`config.mk`:
```
export PLATFORM = sky130hd
export DESIGN_NAME = la_fork3_flat
export DESIGN_NICKNAME = d
export VERILOG_FILES = /design/src/rtl/la_fork3_if.sv /design/src/rtl/la_fork_ch.sv /design/src/rtl/la_fork3.sv /design/src/flat_wrapper.sv
export SDC_FILE = /design/constraint.sdc
export NUM_CORES = 1
export LEC_CHECK = 0
export CAP_MARGIN = 20
export CELL_PAD_IN_SITES_DETAIL_PLACEMENT = 0
export CELL_PAD_IN_SITES_GLOBAL_PLACEMENT = 2
export CORE_MARGIN = 4
export CORE_UTILIZATION = 24
export DETAILED_ROUTE_END_ITERATION = 8
export MAX_ROUTING_LAYER = met4
export PLACE_DENSITY = 0.83
export SKIP_CTS_REPAIR_TIMING = 1
export SLEW_MARGIN = 20
export SYNTH_ARGS = -nofsm -noshare
export SYNTH_HDL_FRONTEND = slang
export SYNTH_HIERARCHICAL = 1
export SYNTH_SLANG_ARGS = --single-unit
export TNS_END_PERCENT = 5
```
`constraint.sdc`:
```
create_clock -name clk -period 2.4 [get_ports clk]
set_input_delay 0.24 -clock clk [delete_from_list [all_inputs] [get_ports clk]]
set_output_delay 0.24 -clock clk [all_outputs]
set_load 0.02 [all_outputs]
```
`src/rtl/la_fork3_if.sv`:
```
// la_fork3_if: valid/ready bundle for the three-way eager fork.
// One input stream (in_*) and three output channels sharing one payload
// (out_*). Channel bit ordering everywhere: bit0 = a, bit1 = b, bit2 = c.
interface la_fork3_if #(
    parameter int DW = 32
);
    logic          in_valid;
    logic          in_ready;
    logic [DW-1:0] in_data;
    logic [2:0]    in_mask;
    logic [2:0]    out_valid;
    logic [2:0]    out_ready;
    logic [DW-1:0] out_data;

    // Producer of input tokens and consumer of the three output channels
    modport master (
        output in_valid,
        output in_data,
        output in_mask,
        output out_ready,
        input  in_ready,
        input  out_valid,
        input  out_data
    );

    // The fork itself
    modport slave (
        input  in_valid,
        input  in_data,
        input  in_mask,
        input  out_ready,
        output in_ready,
        output out_valid,
        output out_data
    );
endinterface

```
`src/rtl/la_fork_ch.sv`:
```
// la_fork_ch: one output channel of the fork. Holds the pending flag for
// its channel and reports whether it will still be pending after this
// cycle's handshake, which the top ANDs into the input ready.
module la_fork_ch (
    input  logic clk,
    input  logic rst,
    input  logic load,
    input  logic set,
    input  logic ready,
    output logic valid,
    output logic remaining
);
    logic r_pending;

    assign valid     = r_pending;
    assign remaining = r_pending & ~ready;

    // Pending flag: cleared by reset, reloaded on a new token, else drops on handshake
    always_ff @(posedge clk) begin
        if (rst) begin
            r_pending <= 1'b0;
        end else if (load) begin
            r_pending <= set;
        end else begin
            r_pending <= remaining;
        end
    end
endmodule

```
`src/rtl/la_fork3.sv`:
```
// la_fork3: registered eager fork. One valid/ready input token is
// broadcast to channels a/b/c (bit0/bit1/bit2), each completing its own
// handshake. A new token is taken only once every targeted channel has
// taken the current one; in_ready depends combinationally on out_ready
// so a last completion and a new accept can share a cycle.
// A zero in_mask accepts and drops the token without touching the payload.
// PROP is the cell-library implementation property and is passed through.
module la_fork3 #(
    parameter string PROP = "DEFAULT",
    parameter int    DW   = 32
) (
    input  logic            clk,
    input  logic            rst,
    la_fork3_if.slave       bus
);
    logic [DW-1:0] r_data;
    logic [2:0]    w_remaining;
    logic [2:0]    w_valid;
    logic          w_inReady;
    logic          w_accept;

    assign w_inReady    = ~rst & (w_remaining == 3'b000);
    assign w_accept     = bus.in_valid & w_inReady;
    assign bus.in_ready = w_inReady;
    assign bus.out_valid = w_valid;
    assign bus.out_data  = r_data;

    for (genvar gi = 0; gi < 3; gi++) begin : g_ch
        la_fork_ch u_ch (
            .clk       (clk),
            .rst       (rst),
            .load      (w_accept),
            .set       (bus.in_mask[gi]),
            .ready     (bus.out_ready[gi]),
            .valid     (w_valid[gi]),
            .remaining (w_remaining[gi])
        );
    end

    // Payload register: captured only for tokens that go somewhere
    always_ff @(posedge clk) begin
        if (rst) begin
            r_data <= '0;
        end else if (w_accept && (bus.in_mask != 3'b000)) begin
            r_data <= bus.in_data;
        end
    end
endmodule

```
`src/flat_wrapper.sv`:
```
// flat-port wrapper written by rule: the top's interface ports become plain ports
module la_fork3_flat 
#(
    parameter string PROP = "       ",
    parameter int    DW   = 32
)
  (clk, rst, bus_in_valid, bus_in_data, bus_in_mask, bus_out_ready, bus_in_ready, bus_out_valid, bus_out_data);
  la_fork3_if #(.DW(DW)) bus_i ();
  input  logic clk;
  input  logic rst;
  input wire logic [$bits(bus_i.in_valid)-1:0] bus_in_valid;
  input wire logic [$bits(bus_i.in_data)-1:0] bus_in_data;
  input wire logic [$bits(bus_i.in_mask)-1:0] bus_in_mask;
  input wire logic [$bits(bus_i.out_ready)-1:0] bus_out_ready;
  output wire logic [$bits(bus_i.in_ready)-1:0] bus_in_ready;
  output wire logic [$bits(bus_i.out_valid)-1:0] bus_out_valid;
  output wire logic [$bits(bus_i.out_data)-1:0] bus_out_data;
  assign bus_i.in_valid = bus_in_valid;
  assign bus_i.in_data = bus_in_data;
  assign bus_i.in_mask = bus_in_mask;
  assign bus_i.out_ready = bus_out_ready;
  assign bus_in_ready = bus_i.in_ready;
  assign bus_out_valid = bus_i.out_valid;
  assign bus_out_data = bus_i.out_data;
  la_fork3 #(.PROP(PROP), .DW(DW)) u_core (.clk(clk), .rst(rst), .bus(bus_i));
endmodule
```
==> results of run 1 <==
-- power breakdown --
group          switching [W]  internal [W]
registers          0.0000182      0.000608
clock network       0.000222      0.000309
logic               0.000161      0.000152
-- critical path, delay by kind of cell --
| kind | cells | cell delay, ps |
|---|---|---|
| buffers and inverters | 3 | 820 |
| AOI/OAI and AO/OA | 2 | 330 |
| and+or+nand+nor | 2 | 780 |
-- synth_stat cells (all sizes together) --
library cell and count:
clkbuf 16, or3b 3, or4 1, inv 1, and2b 3, nor2 1, buf 9, nor3 1
or3 1, nand2 3, dfxtp 35, a21oi 35, nand4 32, o31ai 32, clkinv 1
-- per-stage QoR --
stage	hold slack (ps)	instances	setup slack (ps)
floorplan	309.1	174	510.9
finish	470.8	339	383.0
CTS	475.7	339	1.208
global route	489.7	339	297.1
global placement	454.5	331	23.77
detailed placement	464.3	331	6.134
-- cells by family (layout without fill, tap and decap cells) --
logic type      Yosys count  count (layout)  share of synthesized area
flops                    35              35                     0.4094
buf+inv                  27              96                    0.09357
simple gates             45              45                     0.1696
compound gates           67              67                     0.3275
-- how the worst max path moves through the flow --
| stage | startpoint | end | slack, ps | depth (start not counted) |
|---|---|---|---|---|
| 2_1_floorplan | u_core/g_ch[1].u_ch/valid | u_core/g_ch[0].u_ch/valid | 510 | 7 |
| 3_3_place_gp | bus_out_ready[1] | bus_in_ready | 20 | 5 |
| 3_5_place_dp | bus_out_ready[1] | bus_in_ready | 6 | 5 |
| 4_1_cts | bus_out_ready[1] | bus_in_ready | 1 | 5 |
| 5_1_grt | bus_out_ready[1] | u_core/bus.out_data[25] | 300 | 7 |
| 6_report | bus_out_ready[1] | u_core/bus.out_data[25] | 380 | 7 |
-- layout make-up --
cell class | instances | area (um^2) | area share
clock buffer | 5 | 68.82 | 0.02594
clock inverter | 3 | 43.79 | 0.01651
inverter | 2 | 12.51 | 0.004717
multi-input combinational | 112 | 855.8 | 0.3226
sequential | 35 | 700.7 | 0.2642
tap | 96 | 120.1 | 0.04528
timing repair buffer | 86 | 850.8 | 0.3208
-- registers in the layout, summed over array words and instances (netlist names) --
name,flops
u_core/bus.out_data,32
u_core/g_ch.u_ch/valid,3
-- placed cells by master, fill, tap and decap left out --
cell type / count
or3_1: 1
bufinv_16: 1
clkbuf_8: 5
a21oi_1: 35
nand2_1: 3
buf_12: 1
o31ai_1: 3
dfxtp_1: 35
buf_4: 9
clkdlybuf4s50_1: 75
nor2_1: 1
o31ai_2: 29
nor3_2: 1
dlymetal6s2s_1: 1
clkinv_4: 2
nand4_1: 32
clkinv_2: 1
inv_2: 1
or3b_1: 3
and2b_2: 3
or4_4: 1
-- routing by layer --
metal / GRT usage / share of wire
met5: - / 0
met4: 0.02970 / 0.0033
met3: 0.04630 / 0.077
met2: 0.1897 / 0.46
met1: 0.1545 / 0.46
==> metrics.cfg, run 1 <==
[pwr]
power.total_w = 0.001470
peakVddDrop_v = 0.0002069
leakage_nw = 0.8431
p_per_area_nw_per_um2 = 554.3

[yosys]
ys_types = 18
seq_area_frac_synth = 0.4094
synth_area_leader_cell = dfxtp_1
avgSynthCellArea_um2 = 9.837
synthesis.nets = 215
synthTopCellsByArea = dfxtp_1 41%, o31ai_2 21%, nand4_1 12%
syn_inst = 174
ys_ff_latch = 35
synthesis.area_um2 = 1712
yosys_warnings = 6
netlist.area_leader.share = 0.4094

[setup_path]
r2r_slack_ps = 500
slowest_delay_ps = 560
slowest_stage = or4_4
criticalPathCategory = primary input to register
required_ps = 2560
worst_setup_path_start_kind = primary input
r2r_end = u_core/bus.out_data[25]
crit_chain = clkdlybuf4s50_1, and2b_2, or4_4, buf_4, buf_12, o31ai_1, a21oi_1
worstSetupEndpointType = register
rr_startpoint = u_core/g_ch[1].u_ch/valid
critPathArrivalTime_ps = 2170
cp_max_fo = 32
r2r_cells = 6

[layout]
n_fill_cell = 716
fin_area_um2 = 2653
area_growth_pct = 54.97
insertedDiodeCount = 0
nNetsFinal = 283
finalCoreUtilization = 0.3862
drive_gt1_frac = 0.2222

[global_route]
grt.total_usage = 0.1238
grt_remaining_overflow = 0
grt_max_degree = 36
antenna_found_initial = 0
grt_pass1_vias = 1709
grt_pass1_wl_um = 8431

[routing]
drt-initial-drc-count = 69
drtPass1Iterations = 4
drt_wl_total_um = 5149
antenna_left = 0
viasPerCell = 4.844
drc = 0
wl_per_cell_um = 15.19
vias = 1642

[status]
status = complete, no violations

[timing]
setup_viol = 0
grt_setup_unrepaired = no
relSlewSlack = 0.4991
period_needed_ps = 2017
drv_slew = 0
finalCritPeriodShare = 0.8404
tightest_slew_ps = 750.2
timing.fmax_ghz = 0.4958
fin_skew_ps = 11.79
setup_tns_ps = 0
hold_viol_final = 0

[floorplanning]
coreArea_um2 = 6869
start_util = 0.2492
core.rowCount = 30
die_y_um = 92.45
die-area_um2 = 8547
fp.dieW_um = 92.45
io_pins = 77

[clock_network]
cts_tree = yes
clock_path_buffers = 2
clock_latency_ps = 290
cts.htree.levels = 2
root_buffer = clkbuf_8
cts_buffers = 5
cts_sinks = 35
clkTransAtPathRegs_ps = 70

[run]
cap_violations = 0

[placement]
detailed_place_hpwl_um = 3337
placed_area_um2 = 2537
routabilityCongestion = 0.6996
numPortBuffers = 76

[min_path]
hold_end = u_core/bus.out_data[12]
hp-start = u_core/bus.out_data[12]
worst_hold_path.num_cells = 2
hold_path.class = register to register

No activity file was read; power rests on OpenSTA's default activity.
==> run 2: changes to the inputs <==
clock period = 1.9 ns   (was 2.4 ns; I/O delays follow)
==> run 2 against run 1 <==
Against the previous run: sequential power is 27% higher; power is 21% higher; first-iteration DRC count is 16% higher; critical path type is now register to register; worst setup slack worse by 360 ps.
==> metrics.cfg, run 2 (same netlist as run 1, synthesis figures left out) <==
[status]
status = complete, no violations  ; unchanged

[floorplanning]
fp.dieW_um = 92.45  ; unchanged
die_y_um = 92.45  ; unchanged
die-area_um2 = 8547  ; unchanged
start_util = 0.2492  ; unchanged
core.rowCount = 30  ; unchanged
coreArea_um2 = 6869  ; unchanged
io_pins = 77  ; unchanged

[clock_network]
clkTransAtPathRegs_ps = 70  ; about the same
cts.htree.levels = 2  ; unchanged
cts_tree = yes  ; unchanged
clock_latency_ps = 280  ; was 290 ps
cts_sinks = 35  ; unchanged
clock_path_buffers = 2  ; unchanged
root_buffer = clkbuf_8  ; unchanged
cts_buffers = 5  ; unchanged

[layout]
area_growth_pct = 65.57  ; was 54.97%
nNetsFinal = 290  ; was 283
layout_common_cells = 73 x clkdlybuf4s50_1, 34 x a21oi_1, 34 x dfxtp_1  ; was 75 x clkdlybuf4s50_1, 35 x a21oi_1, 35 x dfxtp_1
instances_no_fill = 346  ; was 339
fin_area_um2 = 2834  ; was 2653 um^2
largest_reg_flops = 32  ; unchanged
insertedDiodeCount = 0  ; unchanged
drive_gt1_frac = 0.2600  ; was 0.2222
n_fill_cell = 690  ; was 716
final_common_cell = clkdlybuf4s50_1  ; unchanged

[setup_path]
cp_max_fo = 8  ; was 32
criticalPathCategory = register to register  ; was primary input to register
r2r_end = u_core/bus.out_data[26]  ; was u_core/bus.out_data[25]
r2r_slack_ps = 30  ; was 500 ps
rr_startpoint = u_core/g_ch[2].u_ch/valid  ; was u_core/g_ch[1].u_ch/valid
setup.worst_path.start = u_core/g_ch[2].u_ch/valid  ; was bus_out_ready[1]
worstSetupEndpointType = register  ; unchanged
required_ps = 2050  ; was 2560 ps
crit_end = u_core/bus.out_data[26]  ; was u_core/bus.out_data[25]
critPathArrivalTime_ps = 2030  ; was 2170 ps
worst_setup_path_start_kind = register  ; was primary input
r2r_cells = 6  ; unchanged

[run]
cap_violations = 0  ; unchanged

[timing]
period_needed_ps = 1875
finalCritPeriodShare = 0.9867
setup_tns_ps = 0  ; unchanged
relSlewSlack = 0.7210  ; was 0.4991
tightest_slew_ps = 418.5  ; was 750.2 ps
fin_skew_ps = 5.714  ; was 11.79 ps
setup_viol = 0  ; unchanged
whs_ps = 204.1  ; was 470.8 ps
timing.fmax_ghz = 0.5334
drv_slew = 0  ; unchanged
hold_viol_final = 0  ; unchanged

[placement]
placed_cells = 336  ; was 331
placed_area_um2 = 2587  ; was 2537 um^2
routabilityCongestion = 0.7119  ; was 0.6996
numPortBuffers = 76  ; unchanged
detailed_place_hpwl_um = 3551  ; was 3337 um

[global_route]
grt_remaining_overflow = 0  ; unchanged
antenna_found_initial = 0  ; unchanged
grt.total_usage = 0.1304  ; was 0.1238
grt_pass1_vias = 1721  ; was 1709
grt_max_degree = 36  ; unchanged
grt_pass1_wl_um = 8797  ; was 8431 um

[routing]
drt-initial-drc-count = 80  ; was 69
viasPerCell = 4.942  ; was 4.844
drtPass1Iterations = 4  ; unchanged
vias = 1710  ; was 1642
drc = 0  ; unchanged
wl_per_cell_um = 16.01  ; was 15.19 um
antenna_left = 0  ; unchanged
drt_wl_total_um = 5541  ; was 5149 um

[pwr]
peakVddDrop_v = 0.0002277  ; was 0.0002069 V
leakage_nw = 0.9039  ; was 0.8431 nW
power.total_w = 0.001782  ; was 0.001470 W
p_per_area_nw_per_um2 = 628.6  ; was 554.3 nW/um^2

[min_path]
hold_path.class = primary input to register  ; was register to register

==> run 2: where the power goes <==
group	internal (W)	switching, W	total [W]
Combinational	0.000224	0.000230	0.000453
Clock	0.000256	0.000277	0.000534
Sequential	0.000768	0.0000265	0.000795
Total	0.00125	0.000533	0.00178
==> run 2: critical path, cell delays in order, from the launching register on <==
cell     delay, ps
dfxtp_2        330
and2b_2        190
or4_4          580
buf_8          170
buf_12         150
o31ai_1        230
a21oi_1        100
==> run 2: cell type report <==
type,instances,area [um^2],share of cell area
timing repair buffer,93,959.7,0.3386
multi-input combinational,112,954.7,0.3369
sequential,35,701.9,0.2477
tap,96,120.1,0.04238
clock buffer,6,72.57,0.02561
clock inverter,2,12.51,0.004415
inverter,2,12.51,0.004415
==> run 2: worst min-delay path by stage <==
stage,from,end,cells past startpoint
3_5_place_dp,u_core/bus.out_data[31],u_core/bus.out_data[31],2
3_3_place_gp,u_core/bus.out_data[31],u_core/bus.out_data[31],2
6_report,bus_out_ready[0],u_core/g_ch[0].u_ch/valid,3
5_1_grt,bus_out_ready[2],u_core/g_ch[2].u_ch/valid,3
4_1_cts,bus_in_data[14],u_core/bus.out_data[14],3
2_1_floorplan,rst,u_core/g_ch[0].u_ch/valid,1
==> run 2: layer usage <==
metal  part of all wire  vias to the layer above  global-route usage
met5                  0                        -                   -
met4             0.0047                        0             0.02970
met3              0.080                        2             0.04874
met2               0.43                       60              0.1909
met1               0.48                      822              0.1708
li1                   -                      826                   -
==> run 2: metrics by stage <==
| step | utilization | setup slack (ps) |
|---|---|---|
| after CTS | 0.3891 | -388.3 |
| final | 0.4126 | 25.31 |
| after floorplan | - | 10.88 |
| after global routing | 0.4126 | -10.68 |
| after detailed placement | 0.3767 | -383.5 |
| after global placement | 0.3767 | -376.1 |
